## config.mk

```make
export PLATFORM = sky130hd
export DESIGN_NAME = fetch_unit
export DESIGN_NICKNAME = d
export VERILOG_FILES = /design/src/rtl/fetch_pkg.sv /design/src/rtl/fetch_unit.sv
export SDC_FILE = /design/constraint.sdc
export NUM_CORES = 1
export LEC_CHECK = 0
export CAP_MARGIN = 5
export CORE_MARGIN = 2
export CORE_UTILIZATION = 30
export CTS_BUF_LIST = sky130_fd_sc_hd__clkbuf_8
export DETAILED_ROUTE_END_ITERATION = 6
export HOLD_SLACK_MARGIN = 0.05
export PLACE_DENSITY = 0.58
export SKIP_LAST_GASP = 1
export SYNTH_ARGS = -nofsm -noshare
export SYNTH_HDL_FRONTEND = slang
export SYNTH_SLANG_ARGS = --single-unit
```

## constraint.sdc

```tcl
create_clock -name clock -period 2.33 [get_ports clock]
set_input_delay 0.466 -clock clock [delete_from_list [all_inputs] [get_ports clock]]
set_output_delay 0.466 -clock clock [all_outputs]
set_load 0.01 [all_outputs]
```

## src/rtl/fetch_pkg.sv

```systemverilog
// Shared definitions for the instruction fetch unit: widths, state encoding,
// default reset address and the address-alignment helper.
package fetch_pkg;

  localparam int unsigned XLEN        = 32;
  localparam int unsigned INSTR_BYTES = 4;

  localparam logic [XLEN-1:0] DEFAULT_RESET_PC = 32'h0000_0000;

  typedef enum logic [1:0] {
    ST_IDLE = 2'd0,
    ST_REQ  = 2'd1,
    ST_WAIT = 2'd2,
    ST_HOLD = 2'd3
  } fetch_state_t;

  // Clear the byte-offset bits so any loaded target is instruction aligned.
  function automatic logic [XLEN-1:0] align_pc(input logic [XLEN-1:0] addr);
    return addr & ~XLEN'(INSTR_BYTES - 1);
  endfunction

endpackage

```

## src/rtl/fetch_unit.sv

```systemverilog
// Single-outstanding instruction fetch unit: issues word fetches, buffers one
// returned instruction for decode, and handles redirects at any point.
module fetch_unit
  import fetch_pkg::*;
#(
  parameter logic [XLEN-1:0] RESET_PC = DEFAULT_RESET_PC
) (
  input  logic            clock,
  input  logic            reset,
  input  logic            redirect_valid,
  input  logic [XLEN-1:0] redirect_pc,
  output logic            imem_req_valid,
  output logic [XLEN-1:0] imem_req_addr,
  input  logic            imem_req_ready,
  input  logic            imem_rsp_valid,
  input  logic [XLEN-1:0] imem_rsp_data,
  output logic            out_valid,
  output logic [XLEN-1:0] out_instr,
  output logic [XLEN-1:0] out_pc,
  input  logic            out_ready,
  output logic [XLEN-1:0] pc
);

  fetch_state_t    state;
  logic            discard;
  logic [XLEN-1:0] seq_pc;
  logic [XLEN-1:0] target_pc;

  // Next-address candidates; the adder wraps naturally at 2^32.
  assign seq_pc    = pc + XLEN'(INSTR_BYTES);
  assign target_pc = align_pc(redirect_pc);

  // The request address is the fetch register itself, so it only moves when pc does.
  assign imem_req_addr = pc;

  always_ff @(posedge clock or negedge reset) begin
    if (!reset) begin
      state          <= ST_IDLE;
      pc             <= RESET_PC;
      discard        <= 1'b0;
      imem_req_valid <= 1'b0;
      out_valid      <= 1'b0;
      out_instr      <= '0;
      out_pc         <= '0;
    end else begin
      case (state)
        ST_IDLE: begin
          if (redirect_valid) pc <= target_pc;
          state          <= ST_REQ;
          imem_req_valid <= 1'b1;
        end

        ST_REQ: begin
          if (redirect_valid) pc <= target_pc;
          // A redirect racing an accepted request leaves a stale fetch in flight.
          if (imem_req_ready) begin
            state          <= ST_WAIT;
            imem_req_valid <= 1'b0;
            discard        <= redirect_valid;
          end
        end

        ST_WAIT: begin
          if (redirect_valid) begin
            pc <= target_pc;
            if (imem_rsp_valid) begin
              discard        <= 1'b0;
              state          <= ST_REQ;
              imem_req_valid <= 1'b1;
            end else begin
              discard <= 1'b1;
            end
          end else if (imem_rsp_valid) begin
            if (discard) begin
              discard        <= 1'b0;
              state          <= ST_REQ;
              imem_req_valid <= 1'b1;
            end else begin
              out_instr <= imem_rsp_data;
              out_pc    <= pc;
              pc        <= seq_pc;
              out_valid <= 1'b1;
              state     <= ST_HOLD;
            end
          end
        end

        ST_HOLD: begin
          // A redirect flushes the buffered instruction even if decode takes it.
          if (redirect_valid || out_ready) begin
            if (redirect_valid) pc <= target_pc;
            out_valid      <= 1'b0;
            state          <= ST_REQ;
            imem_req_valid <= 1'b1;
          end
        end

        default: begin
          state          <= ST_IDLE;
          imem_req_valid <= 1'b0;
          out_valid      <= 1'b0;
        end
      endcase
    end
  end

endmodule

```

==> out/qor.yml, run 1 <==
min_path:
  hp-class: "primary input to async pin"
drt:
  viasPerCell: 4.84
  drtAntennaViolNets: 0
  vias: 4000
  wl_mm: 13.9
  drc: 0
  drt_iter0_drc: 201
  firstDrtPassIters: 5
  post_drt_wl_per_cell_um: 16.8
setup_path:
  required_ns: 2.66
  critPathArrivalTime_ns: 2.37
  critPathSlowestCell: "or4_1"
  path_max_fanout: 6
  crit_path_start_kind: "register"
  crit_type: "register to register"
  end_kind: "register"
  cpPeakStageDelay_ns: 0.50
  path_cells: "inv_1 -> ha_1 -> nand2b_1 -> nor3b_2 -> nand2_1 -> or4_1 -> nand3_1"
power_and_ir_drop:
  switching_share: 0.326
  power_mw: 6.50
  p_sw_mw: 2.12
  pwr-share-clk: 0.175
  leakage_nw: 2.89
  comb_power_share: 0.423
  peakVddDrop_mv: 0.413
  p_seq_frac: 0.402
  p_per_area_nw_per_um2: 922
  intPower_mw: 4.39
place:
  hpwl_mm: 9.95
  place_ws_ns: 0.0647
  place.gp.congestion: 0.790
  portBuffers: 191
cells_and_area:
  fillers: 1471
  fin_util: 0.449
  drive_gt1_frac: 0.192
  antennaDiodeCount: 0
  syn2layout_area_growth_pct: 47.6
  fin_nets: 680
timing:
  finClkSkew_ns: 0.0120
  rsz0062_at_grt: "false"
  finalCriticalPeriod_ns: 2.04
  final-max-slew-violation-count: 0
  finalCritPeriodShare: 0.875
  fmax_mhz: 490
  setup_viol: 0
  setup_ws_ns: 0.291
  tns_ns: 0
  whs_ns: 0.488
  hold_viol_final: 0
clocking:
  cts.sinks: 97
  post_cts_buffers: 0
  cts_resized: 0
  cts-root-buf: "clkbuf_8"
  path_clk_slew_ns: 0.11
  cts_tree: "done"
  clock_latency_ns: 0.39
  numCtsBuffers: 9
  cts_buffer_depth: 2
  h-tree-depth: 3
synthesis:
  synth-xor-area-share: 0.00183
  synth-seq-cells: 97
  syn_avg_cell_area_sq_um: 11.1
  synth-simple-area-share: 0.115
  synthAdderAreaFrac: 0.0105
  yosysSeqAreaShare: 0.508
  netlist_area_sq_um: 4780
  netlist.area_leader.share: 0.508
  synth.distinct_cells: 57
  yosysTopAreaCell: "dfrtp_1"
  synth_commonest_cells: "dfrtp_1, mux2_2, buf_4"
  synth_compound_area_frac: 0.133
  syn_inst: 429
  synth_top_family_by_area: "multiplexers"
  synthTopCellsByArea: "dfrtp_1, mux2_2, buf_4"
  async_flop_share: 1.00
  ys_warn_count: 0
  synthFlopType: "dfrtp_1"
  synth_mux_area_frac: 0.148
  synth_edf_count: 0
  synth_most_common_cell: "dfrtp_1"
floorplanning:
  die_x_um: 130
  initial_utilization: 0.304
  core_area_sq_um: 15700
  chipHeight_um: 130
  rows: 46
  pin_count: 200
  die-area_sq_um: 17000
global_route:
  grt_max_degree: 56
  grtUsageTotal: 0.163
  antenna_found_initial: 0
  gr-total-overflow: 0
  grt_pass1_wl_mm: 21.3
  first_global_vias: 3988
flow_run:
  drv_cap: 0
outcome:
  status: "finished, final reports clean"
## area by class of cell
cell class / instances / area, sq um / area share
clock buffer: 9 / 124 / 0.0176
clock inverter: 6 / 67.6 / 0.00958
inverter: 8 / 30.0 / 0.00426
multi-input combinational: 271 / 1990 / 0.282
sequential: 97 / 2430 / 0.344
tap: 216 / 270 / 0.0383
timing repair buffer: 219 / 2150 / 0.304
## flip-flops by register name, summed over array words and instances, names as in the netlist
register	flops
out_valid	1
discard	1
state	2
out_pc	30
imem_req_addr	30
out_instr	32
imem_req_valid	1
## worst max-delay path: cells and delay by family, from the launching register on
family / cells / cell delay [ns]
AND/OR/NAND/NOR: 5 / 1.25
flip-flops: 1 / 0.43
adder cells (fa/ha/maj): 1 / 0.24
buffers and inverters: 1 / 0.07
## through the flow
step | instance area (sq um) | instances
finish | 7060 | 826
global placement | 6850 | 810
CTS | 7060 | 826
detailed placement | 6850 | 810
floorplan | 4800 | 434
global route | 7060 | 826
## per-layer routing
metal  part of all wire  up-vias  GRT usage
met5                  0        -          0
met4              0.017        0     0.0683
met3              0.045       16     0.0250
met2               0.50      130      0.271
met1               0.43     1980      0.211
li1                   -     1874          -
## logic make-up (layout without fill, tap and decap cells)
kind of cell,Yosys count,after routing
adders and majority gates,4,4
muxes,63,63
xor gates and xnor gates,1,1
AOI/OAI and AO/OA,101,101
buffers and inverters,66,242
other,1,6
DFF,97,97
and+or+nand+nor,96,96
## final timing paths
path / startpoint / endpoint / slack (ns) / cells after the start
setup / recovery: state[0]$_DFFE_PN0P_ / imem_req_addr[27]$_DFFE_PN0P_ / 0.29 / 7
hold / removal: reset / out_instr[21]$_DFFE_PN0P_ / 0.49 / 2
setup reg to reg: state[0]$_DFFE_PN0P_ / imem_req_addr[27]$_DFFE_PN0P_ / 0.29 / 7
hold reg to reg: out_pc[7]$_DFFE_PN0P_ / out_pc[7]$_DFFE_PN0P_ / 0.51 / 1
max in group asynchronous: reset / out_pc[13]$_DFFE_PN0P_ / 1.18 / 3
min in group clock: out_pc[7]$_DFFE_PN0P_ / out_pc[7]$_DFFE_PN0P_ / 0.51 / 1
## cells in the final DEF, fill, tap and decap left out, drive strengths merged, types with 2 or more instances in the layout
| master | n |
|---|---|
| a21o | 2 |
| a21oi | 25 |
| a22oi | 3 |
| a2bb2oi | 4 |
| a311oi | 3 |
| a31oi | 5 |
| a32oi | 2 |
| and2 | 3 |
| and3 | 3 |
| buf | 28 |
| clkbuf | 9 |
| clkdlybuf4s50 | 190 |
| clkinv | 3 |
| clkinvlp | 2 |
| conb | 6 |
| dfrtp | 97 |
| ha | 4 |
| inv | 8 |
| mux2 | 62 |
| nand2 | 24 |
| nand2b | 3 |
| nand3 | 15 |
| nand4 | 5 |
| nor2 | 20 |
| nor3 | 8 |
| nor4 | 6 |
| o211ai | 3 |
| o21ai | 30 |
| o22ai | 8 |
| o311ai | 3 |
| o31ai | 2 |
| o32ai | 2 |
| or3 | 2 |
| or4 | 2 |
## power groups by stage
stage,Clock [mW],Sequential (mW),Combinational (mW)
after floorplan,0,2.87,0.984
after global placement,0,2.63,2.73
after detailed placement,0,2.65,2.77
after CTS,1.19,2.62,2.79
after global routing,1.27,2.70,2.94
final,1.14,2.62,2.75
## repair_timing
item                       CTS  global route
hold buffers                 1             0
hold endpoints to repair    17             0
setup endpoints to repair    0             0
Note: power is estimated with default switching activity, not from simulation.
==> inputs of run 2 (changes only) <==
- CORE_UTILIZATION: 30 -> 44
- PLACE_DENSITY: 0.58 -> 0.8
==> run 2 against run 1 <==
Critical endpoint unchanged; flip-flop and latch count is the same; global-route usage is 5.4 points higher; wire length decreased by 9.6%; cell count decreased by 9.6%; non-clock buffer count decreased by 4; sequential share of layout area is 0.20 points higher; setup slack got worse by 0.069 ns; clock skew about the same; cell area is 0.59% lower; power grew 3.1%; critical path type unchanged; clock power is 19% higher.
==> out/qor.yml, run 2 (synthesis results as in run 1) <==
drt:
  drtAntennaViolNets: 0  # unchanged
  firstDrtPassIters: 4  # -1
  vias: 3983  # -0.43%
  wl_mm: 12.5  # -9.6%
  viasPerCell: 5.33  # +10%
  drc: 0  # unchanged
  post_drt_wl_per_cell_um: 16.8  # about the same
  drt_iter0_drc: 177  # -12%
global_route:
  met2_usage: 0.368  # +0.0977
  antenna_found_initial: 0  # unchanged
  grt_max_degree: 39  # -30%
  gr-total-overflow: 0  # unchanged
  grt_use_met3: 0.0301  # +0.00513
  first_global_vias: 3906  # -2.1%
  grt_util_met1: 0.285  # +0.0739
  grt_most_used_layer: "met2"
  grt_pass1_wl_mm: 20.0  # -6.2%
  grtUsageTotal: 0.217  # +0.0542
cells_and_area:
  largest_register_ffs: 32  # unchanged
  drive_gt1_frac: 0.189  # -0.00235
  fin_nets: 676  # -0.59%
  final_cell_mix: "clkdlybuf4s50_1, dfrtp_1, mux2_2, o21ai_0, a21oi_1"
  antennaDiodeCount: 0  # unchanged
  regMostFlops: "out_instr"
  final_common_cell: "clkdlybuf4s50_1"
  syn2layout_area_growth_pct: 46.8
timing:
  final-max-slew-violation-count: 0  # unchanged
  finalCritPeriodShare: 0.905  # +0.0294
  rsz0062_at_grt: "false"
  hold_viol_final: 0  # unchanged
  tightest_slew_ns: 0.528
  tns_ns: 0  # unchanged
  fmax_mhz: 474  # -3.3%
  max_slew_margin: 0.648
  finalCriticalPeriod_ns: 2.11  # +0.0685 ns
  finClkSkew_ns: 0.0119  # -0.000107 ns
  setup_viol: 0  # unchanged
  setup_ws_ns: 0.222  # -0.0685 ns
power_and_ir_drop:
  p_sw_mw: 2.08  # -1.9%
  p_seq_frac: 0.393  # -0.009
  leakage_nw: 2.91  # +0.69%
  comb_power_share: 0.404  # -0.019
  pwr-share-clk: 0.203  # +0.028
  power_mw: 6.71  # +3.1%
  peakVddDrop_mv: 0.455  # +10%
  p_per_area_nw_per_um2: 956  # +3.7%
  intPower_mw: 4.63  # +5.5%
  switching_share: 0.310  # -0.0159
place:
  portBuffers: 191  # unchanged
  hpwl_mm: 9.12  # -8.3%
  place_ws_ns: -0.0782  # -0.143 ns
  place.gp.congestion: 0.806  # +2.1%
floorplanning:
  chipHeight_um: 108  # -17%
  pin_count: 200  # unchanged
  rows: 38  # -17%
  initial_utilization: 0.447  # +0.143
  die_x_um: 108  # -17%
  core_area_sq_um: 10700  # -32%
  die-area_sq_um: 11700  # -31%
setup_path:
  crit_start: "state[0]$_DFFE_PN0P_"
  r2r_slack_ns: 0.22  # -0.07 ns
  r2r_start: "state[0]$_DFFE_PN0P_"
  crit_path_start_kind: "register"
  required_ns: 2.64  # -0.02 ns
  path_max_fanout: 6  # unchanged
  critPathSlowestCell: "or4_1"
  end_kind: "register"
  reg2reg_depth: 7  # unchanged
  crit_path_end: "imem_req_addr[27]$_DFFE_PN0P_"
  cpPeakStageDelay_ns: 0.51  # about the same
  path_cells: "inv_1 -> ha_1 -> nand2b_1 -> nor3b_2 -> nand2_1 -> or4_1 -> nand3_1"
  crit_type: "register to register"
  regToRegEndpoint: "imem_req_addr[27]$_DFFE_PN0P_"
  critPathArrivalTime_ns: 2.42  # +0.05 ns
clocking:
  cts_resized: 0  # unchanged
  cts_tree: "done"
  path_clk_slew_ns: 0.10  # about the same
  post_cts_buffers: 0  # unchanged
  clock_latency_ns: 0.37  # -0.02 ns
  cts.sinks: 97  # unchanged
  cts_buffer_depth: 2  # unchanged
  cts_hold_buffers: 0  # -1
  numCtsBuffers: 9  # unchanged
  h-tree-depth: 3  # unchanged
  cts-root-buf: "clkbuf_8"
flow_run:
  drv_cap: 0  # unchanged
min_path:
  hp-class: "primary input to async pin"
outcome:
  status: "finished, final reports clean"
[run 2: cell types whose count changed in the layout (fill, tap and decap cells not counted)]
cell / change
buf_12: +2
buf_4: -5
bufinv_16: +2
clkbuf_8: +1
clkinv_2: -1
clkinv_4: +1
clkinvlp_4: -1
dlygate4sd3_1: -1
inv_6: -1
[run 2: per-layer routing]
layer  vias up  part of all wire
met5         -                 0
li1       1865                 -
met2       140              0.51
met4         0             0.014
met3        12             0.052
met1      1966              0.42
[run 2: cell type report]
type / instances / area (sq um)
sequential: 97 / 2430
inverter: 8 / 30.0
tap: 140 / 175
fill: 854 / 3680
timing repair buffer: 215 / 2140
clock inverter: 6 / 115
clock buffer: 10 / 138
multi-input combinational: 271 / 1990
[run 2: worst max-delay path, delay by kind of cell (launching register included)]
| kind | cells | cell delay (ns) |
|---|---|---|
| DFF | 1 | 0.42 |
| adders and majority gates | 1 | 0.22 |
| buffers and inverters | 1 | 0.07 |
| and+or+nand+nor | 5 | 1.33 |
[run 2: worst min path at each step]
stage,startpoint,end,slack (ns)
6_report,reset,out_instr[14]$_DFFE_PN0P_,0.07
5_1_grt,reset,out_instr[14]$_DFFE_PN0P_,0.09
4_1_cts,reset,out_instr[18]$_DFFE_PN0P_,0.07
3_5_place_dp,reset,out_instr[18]$_DFFE_PN0P_,0.49
3_3_place_gp,reset,out_instr[16]$_DFFE_PN0P_,0.47
2_1_floorplan,reset,discard$_DFFE_PN0P_,0.17
[run 2: power groups by stage]
stage,sequential [mW],combinational [mW],clock (mW)
after CTS,2.64,2.74,1.39
final,2.64,2.71,1.36
after global placement,2.63,2.66,0
after detailed placement,2.68,2.73,0
after global routing,2.73,2.90,1.46
after floorplan,2.87,0.984,0
[run 2: stage by stage]
stage,utilization,cell area (sq um),cells,hold slack (ns)
6_report,0.656,7010,747,0.0683
3_5_place_dp,0.632,6760,731,0.486
3_3_place_gp,0.632,6760,731,0.472
2_1_floorplan,-,4800,434,0.170
4_1_cts,0.656,7010,747,0.0744
5_1_grt,0.656,7010,747,0.0935
==> inputs of run 3 (changes only) <==
- SKIP_CTS_REPAIR_TIMING: default -> 1
==> results of run 3 <==
Same layout as run 2: the final DEF is identical, and so are final timing and power.
